### src/rtl/fcmp_pipe_if.sv
// Handshake/operand bundle for fcmp_pipe: issue side (x1/x2/op/tag) and result side (y/tag).
// The invalid-flag signals exist only when FCMP_NV_FLAG_EN is defined.
interface fcmp_pipe_if #(
    parameter int EXP_W = 8,
    parameter int MAN_W = 23,
    parameter int TAG_W = 5
);
    localparam int W = 1 + EXP_W + MAN_W;

    logic             in_valid;
    logic             in_ready;
    logic [W-1:0]     x1;
    logic [W-1:0]     x2;
    logic [1:0]       op;
    logic [TAG_W-1:0] in_tag;
    logic             out_valid;
    logic             out_ready;
    logic             y;
    logic [TAG_W-1:0] out_tag;
`ifdef FCMP_NV_FLAG_EN
    logic             out_nv;
    logic             nv_sticky;
    logic             nv_clr;

    modport master (
        output in_valid, x1, x2, op, in_tag, out_ready, nv_clr,
        input  in_ready, out_valid, y, out_tag, out_nv, nv_sticky
    );
    modport slave (
        input  in_valid, x1, x2, op, in_tag, out_ready, nv_clr,
        output in_ready, out_valid, y, out_tag, out_nv, nv_sticky
    );
`else
    modport master (
        output in_valid, x1, x2, op, in_tag, out_ready,
        input  in_ready, out_valid, y, out_tag
    );
    modport slave (
        input  in_valid, x1, x2, op, in_tag, out_ready,
        output in_ready, out_valid, y, out_tag
    );
`endif
endinterface

### src/rtl/fcmp_pipe.sv
// fcmp_pipe: pipelined IEEE-754 FEQ/FLT/FLE/FUN compare, LATENCY valid/ready stages with bubble collapse.
// Define FCMP_NV_FLAG_EN to add the per-result invalid flag (out_nv) and nv_sticky/nv_clr.
module fcmp_pipe #(
    parameter int EXP_W   = 8,
    parameter int MAN_W   = 23,
    parameter int LATENCY = 2,
    parameter int TAG_W   = 5
) (
    input  logic       clk,
    input  logic       rstn,
    fcmp_pipe_if.slave bus
);
    localparam int W = 1 + EXP_W + MAN_W;
    localparam logic [1:0] OP_FEQ = 2'b00;
    localparam logic [1:0] OP_FLT = 2'b01;
    localparam logic [1:0] OP_FLE = 2'b10;

    logic             sgn1, sgn2;
    logic [EXP_W-1:0] exp1, exp2;
    logic [MAN_W-1:0] man1, man2;
    logic [W-2:0]     mag1, mag2;
    logic             nan1, nan2, snan1, snan2;
    logic             any_nan, any_snan;
    logic             both_zero, mag_lt, mag_gt, mag_eq;
    logic             ord_eq, ord_lt;
    logic             res_y;

    assign {sgn1, exp1, man1} = bus.x1;
    assign {sgn2, exp2, man2} = bus.x2;
    assign mag1 = bus.x1[W-2:0];
    assign mag2 = bus.x2[W-2:0];

    assign nan1     = (&exp1) && (|man1);
    assign nan2     = (&exp2) && (|man2);
    assign snan1    = nan1 && !man1[MAN_W-1];
    assign snan2    = nan2 && !man2[MAN_W-1];
    assign any_nan  = nan1 || nan2;
    assign any_snan = snan1 || snan2;

    // Sign-magnitude order; the two zeros collapse to one point.
    assign both_zero = (mag1 == '0) && (mag2 == '0);
    assign mag_lt    = mag1 < mag2;
    assign mag_gt    = mag1 > mag2;
    assign mag_eq    = mag1 == mag2;
    assign ord_eq    = both_zero || ((sgn1 == sgn2) && mag_eq);
    assign ord_lt    = !both_zero &&
                       ((sgn1 && !sgn2) ||
                        (!sgn1 && !sgn2 && mag_lt) ||
                        (sgn1 && sgn2 && mag_gt));

    always_comb begin
        res_y = 1'b0;
        case (bus.op)
            OP_FEQ:  res_y = !any_nan && ord_eq;
            OP_FLT:  res_y = !any_nan && ord_lt;
            OP_FLE:  res_y = !any_nan && (ord_lt || ord_eq);
            default: res_y = any_nan;
        endcase
    end

    logic [LATENCY-1:0]            valid_q, valid_d;
    logic [LATENCY-1:0]            y_q, y_d;
    logic [LATENCY-1:0][TAG_W-1:0] tag_q, tag_d;
    logic [LATENCY-1:0]            load;

    // A stage loads when it is empty or its successor drains it this edge.
    always_comb begin
        load = '0;
        load[LATENCY-1] = !valid_q[LATENCY-1] || bus.out_ready;
        for (int k = LATENCY - 2; k >= 0; k--) begin
            load[k] = !valid_q[k] || load[k+1];
        end
    end

`ifdef FCMP_NV_FLAG_EN
    logic               res_nv;
    logic [LATENCY-1:0] nv_q, nv_d;
    logic               nv_sticky_q, nv_sticky_d;

    assign res_nv = ((bus.op == OP_FLT) || (bus.op == OP_FLE)) ? any_nan : any_snan;
`endif

    generate
        for (genvar gi = 0; gi < LATENCY; gi++) begin : g_stage
            logic             src_valid;
            logic             src_y;
            logic [TAG_W-1:0] src_tag;
`ifdef FCMP_NV_FLAG_EN
            logic             src_nv;
`endif
            if (gi == 0) begin : g_head
                assign src_valid = bus.in_valid;
                assign src_y     = res_y;
                assign src_tag   = bus.in_tag;
`ifdef FCMP_NV_FLAG_EN
                assign src_nv    = res_nv;
`endif
            end else begin : g_body
                assign src_valid = valid_q[gi-1];
                assign src_y     = y_q[gi-1];
                assign src_tag   = tag_q[gi-1];
`ifdef FCMP_NV_FLAG_EN
                assign src_nv    = nv_q[gi-1];
`endif
            end

            // Payload only moves with a real entry, so a bubble never disturbs held values.
            assign valid_d[gi] = load[gi] ? src_valid : valid_q[gi];
            assign y_d[gi]     = (load[gi] && src_valid) ? src_y : y_q[gi];
            assign tag_d[gi]   = (load[gi] && src_valid) ? src_tag : tag_q[gi];
`ifdef FCMP_NV_FLAG_EN
            assign nv_d[gi]    = (load[gi] && src_valid) ? src_nv : nv_q[gi];
`endif
        end
    endgenerate

    always_ff @(posedge clk) begin
        if (!rstn) begin
            valid_q <= '0;
            y_q     <= '0;
            tag_q   <= '0;
        end else begin
            valid_q <= valid_d;
            y_q     <= y_d;
            tag_q   <= tag_d;
        end
    end

    assign bus.in_ready  = load[0];
    assign bus.out_valid = valid_q[LATENCY-1];
    assign bus.y         = y_q[LATENCY-1];
    assign bus.out_tag   = tag_q[LATENCY-1];

`ifdef FCMP_NV_FLAG_EN
    // A flagged result leaving the unit beats a simultaneous clear.
    assign nv_sticky_d = (valid_q[LATENCY-1] && bus.out_ready && nv_q[LATENCY-1]) ? 1'b1 :
                         (bus.nv_clr ? 1'b0 : nv_sticky_q);

    always_ff @(posedge clk) begin
        if (!rstn) begin
            nv_q        <= '0;
            nv_sticky_q <= 1'b0;
        end else begin
            nv_q        <= nv_d;
            nv_sticky_q <= nv_sticky_d;
        end
    end

    assign bus.out_nv    = nv_q[LATENCY-1];
    assign bus.nv_sticky = nv_sticky_q;
`endif
endmodule

### src/flat_wrapper.sv
// flat-port wrapper written by rule: the top's interface ports become plain ports
module fcmp_pipe_flat 
#(
    parameter int EXP_W   = 8,
    parameter int MAN_W   = 23,
    parameter int LATENCY = 2,
    parameter int TAG_W   = 5
)
  (clk, rstn, bus_in_valid, bus_x1, bus_x2, bus_op, bus_in_tag, bus_out_ready, bus_in_ready, bus_out_valid, bus_y, bus_out_tag);
  fcmp_pipe_if #(.EXP_W(EXP_W), .MAN_W(MAN_W), .TAG_W(TAG_W)) bus_i ();
  input  logic clk;
  input  logic rstn;
  input wire logic [$bits(bus_i.in_valid)-1:0] bus_in_valid;
  input wire logic [$bits(bus_i.x1)-1:0] bus_x1;
  input wire logic [$bits(bus_i.x2)-1:0] bus_x2;
  input wire logic [$bits(bus_i.op)-1:0] bus_op;
  input wire logic [$bits(bus_i.in_tag)-1:0] bus_in_tag;
  input wire logic [$bits(bus_i.out_ready)-1:0] bus_out_ready;
  output wire logic [$bits(bus_i.in_ready)-1:0] bus_in_ready;
  output wire logic [$bits(bus_i.out_valid)-1:0] bus_out_valid;
  output wire logic [$bits(bus_i.y)-1:0] bus_y;
  output wire logic [$bits(bus_i.out_tag)-1:0] bus_out_tag;
  assign bus_i.in_valid = bus_in_valid;
  assign bus_i.x1 = bus_x1;
  assign bus_i.x2 = bus_x2;
  assign bus_i.op = bus_op;
  assign bus_i.in_tag = bus_in_tag;
  assign bus_i.out_ready = bus_out_ready;
  assign bus_in_ready = bus_i.in_ready;
  assign bus_out_valid = bus_i.out_valid;
  assign bus_y = bus_i.y;
  assign bus_out_tag = bus_i.out_tag;
  fcmp_pipe #(.EXP_W(EXP_W), .MAN_W(MAN_W), .LATENCY(LATENCY), .TAG_W(TAG_W)) u_core (.clk(clk), .rstn(rstn), .bus(bus_i));
endmodule
### config.mk
export PLATFORM = sky130hd
export DESIGN_NAME = fcmp_pipe_flat
export DESIGN_NICKNAME = d
export VERILOG_FILES = /design/src/rtl/fcmp_pipe_if.sv /design/src/rtl/fcmp_pipe.sv /design/src/flat_wrapper.sv
export SDC_FILE = /design/constraint.sdc
export NUM_CORES = 1
export LEC_CHECK = 0
export BUFFER_PORTS_ARGS = -buffer_cell sky130_fd_sc_hd__clkbuf_2
export CORE_MARGIN = 1.5
export CORE_UTILIZATION = 40
export CTS_BUF_LIST = sky130_fd_sc_hd__clkbuf_8
export DETAILED_ROUTE_END_ITERATION = 10
export PLACE_DENSITY = 0.7
export SYNTH_ARGS = -nofsm -noshare
export SYNTH_HDL_FRONTEND = slang
export SYNTH_SLANG_ARGS = --single-unit
### constraint.sdc
create_clock -name clk -period 2 [get_ports clk]
set_input_delay 0.3 -clock clk [delete_from_list [all_inputs] [get_ports clk]]
set_output_delay 0.3 -clock clk [all_outputs]
set_load 0.05 [all_outputs]
==> impl_metrics.csv <==
group,metric,value,unit
critical_path,r2r-end,"u_core.bus.out_tag[0]",
cells_and_area,mostFrequentLayoutCell,"clkbuf_2",
timing,max_freq,0.528,GHz
clock_network,cts_tree,"yes",
synth,synth_xor_area_frac,0,
critical_path,crit_path_end,"u_core.y_q[0]",
cells_and_area,multiInputGateArea,0.00125,sq mm
outcome,status,"complete, no violations",
clock_network,clk_pin_slew_worst_paths,0.06,ns
routing,dr.pass1.iters,4,
synth,synth-seq-cells,14,
placed_design,hpwlAfterDp,4010,microns
critical_path,critPathKind,"input port to register",
critical_path,path_cells,"clkbuf_2, inv_1, ha_1, a41oi_1, o21ai_1, a221oi_1, nand2_1, or3b_2, a31oi_1",
floorplanning,core_area,0.00400,sq mm
synth,synth_top_family_by_area,"adder cells",
critical_path,cp.arrival,2.06,ns
critical_path,slowest_stage,"or3b_2",
global_routing,grt_pass1_vias,1845,
hold_path,holdPathStages,3,
routing,ant_nets,0,
cells_and_area,seqCellArea,280,sq um
synth,avgSynthCellArea,7.70,sq um
clock_network,cts_inserted_buffers,3,
clock_network,postCtsSetupBuffers,0,
clock_network,cts_root_buffer,"clkbuf_8",
timing,final_max_slew_viol_count,0,
timing,rsz0062_at_grt,"no",
clock_network,clk_latency,0.24,ns
critical_path,crit_path_max_fanout,2,
global_routing,antenna_found_initial,0,
critical_path,cp.depth,9,
floorplanning,rows,23,
timing,fin_ws,0.105,ns
synth,synth_adder_area_share,0.278,
synth,synth-edff-count,0,
routing,drc,0,
synth,ys.flop_type,"dfxtp_1",
power_and_ir_drop,p_per_area,384,mW/mm^2
critical_path,crit_start,"bus_x2[26]",
critical_path,start_kind,"input port",
critical_path,critPathRequiredTime,2.17,ns
job,max-cap-violations,0,
synth,yosysSeqAreaShare,0.169,
critical_path,worstReg2RegStart,"u_core.valid_q[1]",
clock_network,cts_hold_buf,0,
timing,fin_crit,1.89,ns
timing,fin_worst_skew,0.00135,ns
power_and_ir_drop,p_leak,1.35,nW
clock_network,clock_sinks,14,
floorplanning,die_area,0.00455,sq mm
cells_and_area,nFillCells,398,
floorplanning,initial_utilization,0.416,
timing,worstMarginPinSlew,0.440,ns
timing,min_period_over_period,0.947,
synth,synth_compound_area_frac,0.138,
floorplanning,chipWidth,67.5,microns
timing,setup_viol,0,
power_and_ir_drop,vdd_drop_max,0.197,mV
synth,synth-simple-area-share,0.259,
critical_path,crit_path_end_kind,"register",
cells_and_area,syn_to_final_growth,46.0,%
critical_path,crit_family,"compound AO/OA/AOI/OAI gates",
routing,vias,1950,
clock_network,cts_buffer_depth,2,
global_routing,grt_start_max_net_pins,16,
cells_and_area,layout_common_cells,"clkbuf_2 (82), inv_1 (38), ha_1 (37)",
placed_design,io_buffers,82,
placed_design,gp_congestion,0.872,
global_routing,grt_pass1_wl,7400,microns
routing,via_per_inst,5.13,
global_routing,grt_overflow,0,
synth,yosys_warnings,0,
placed_design,dpl_worst_slack,-0.206,ns
synth,syn_nets,328,
synth,asyncSetResetFlopFracSynth,0,
floorplanning,io_pins,83,
global_routing,track_usage,0.204,
critical_path,max_stage_delay,0.45,ns
cells_and_area,n_antenna_cell,0,
routing,first_iter_violations,45,
synth,postSynthCellCount,216,
cells_and_area,layout-drive-gt1-share,0.376,
critical_path,r2r_slack,0.57,ns
synth,muxShareOfSynthArea,0.0662,
timing,max-slew-margin-rel,0.706,
clock_network,cts_resized,0,
routing,finalWirelength,4520,microns
floorplanning,die_y,67.5,microns
timing,finalHoldViolCount,0,
critical_path,rr_worst_depth,4,
critical_path,critPathBufInv,2,
synth,synth.distinct_cells,32,
routing,wire_per_inst,11.9,microns
clock_network,cts-htree-levels,1,
hold_path,hp-class,"input port to register",
timing,fin_tns_setup,0,ns
synth,synth_area,0.00166,sq mm
cells_and_area,finalNetCount,443,
-- worst min-delay path, stage by stage --
cell and delay (ns):
clkbuf_2 0.07, mux2i_1 0.05, nor2_1 0.08
-- kinds of logic after synthesis --
kind of cell,after synthesis
compound gates,36
fa+ha+maj,37
buf+inv,40
flops,14
mux,11
simple gates,78
-- stage by stage --
stage	instance area (sq um)	power, W	util	cells	hold slack [ns]
global route	2430	0.000997	0.607	380	0.326
floorplan	1660	0.000482	-	216	0.447
global placement	2350	0.000656	0.588	376	0.472
finish	2430	0.000931	0.607	380	0.302
CTS	2410	0.000931	0.602	380	0.301
detailed placement	2350	0.000663	0.588	376	0.485
-- layer usage --
metal | vias to the layer above | track usage | share of wire
li1 | 1022 | - | -
met1 | 865 | 0.273 | 0.48
met2 | 55 | 0.358 | 0.46
met3 | 8 | 0.00667 | 0.037
met4 | 0 | 0.0561 | 0.017
met5 | - | 0 | 0
-- cell usage after synthesis (2+ instances only) --
library cell / number / share of area
nand2b_1: 2 / 0.0075
nor3_1: 4 / 0.012
dfxtp_1: 14 / 0.17
nand3b_1: 2 / 0.0090
nand4_1: 15 / 0.056
and4_1: 2 / 0.011
ha_1: 37 / 0.28
nor2_1: 20 / 0.045
o2111ai_1: 2 / 0.011
nand2_1: 10 / 0.023
nand3_1: 4 / 0.012
a31oi_1: 3 / 0.011
nor4_2: 2 / 0.015
nor4_1: 14 / 0.053
mux2i_1: 11 / 0.066
clkbuf_1: 2 / 0.0045
inv_1: 38 / 0.086
a21oi_1: 13 / 0.039
a221oi_1: 2 / 0.011
o21ai_0: 7 / 0.021
-- power by group --
part,switching (W),internal [W]
clock,0.0000940,0.000174
combinational,0.000186,0.000179
sequential,0.00000689,0.000291
-- flip-flops by register name (all words and copies together), names as in the netlist --
signal / flops
u_core.y_q: 2
u_core.valid_q: 2
u_core.bus.out_tag: 5
u_core.g_stage.src_tag: 5
-- layout make-up --
cell class / instances / area share
timing repair buffer: 112 / 0.262
tap: 50 / 0.0258
sequential: 14 / 0.115
inverter: 38 / 0.0588
multi-input combinational: 162 / 0.515
clock buffer: 4 / 0.0227
-- how the worst min path moves through the flow --
stage	endpoint	slack, ns	from
final	u_core.g_stage[1].src_tag[2]	0.30	bus_in_tag[2]
after global routing	u_core.g_stage[1].src_tag[3]	0.33	bus_in_tag[3]
after floorplan	u_core.g_stage[1].src_tag[0]	0.45	bus_in_tag[0]
after CTS	u_core.g_stage[1].src_tag[1]	0.30	bus_in_tag[1]
after detailed placement	u_core.bus.out_tag[4]	0.49	u_core.g_stage[1].src_tag[4]
after global placement	u_core.bus.out_tag[2]	0.47	u_core.g_stage[1].src_tag[2]
No activity file was read; power rests on OpenSTA's default activity.
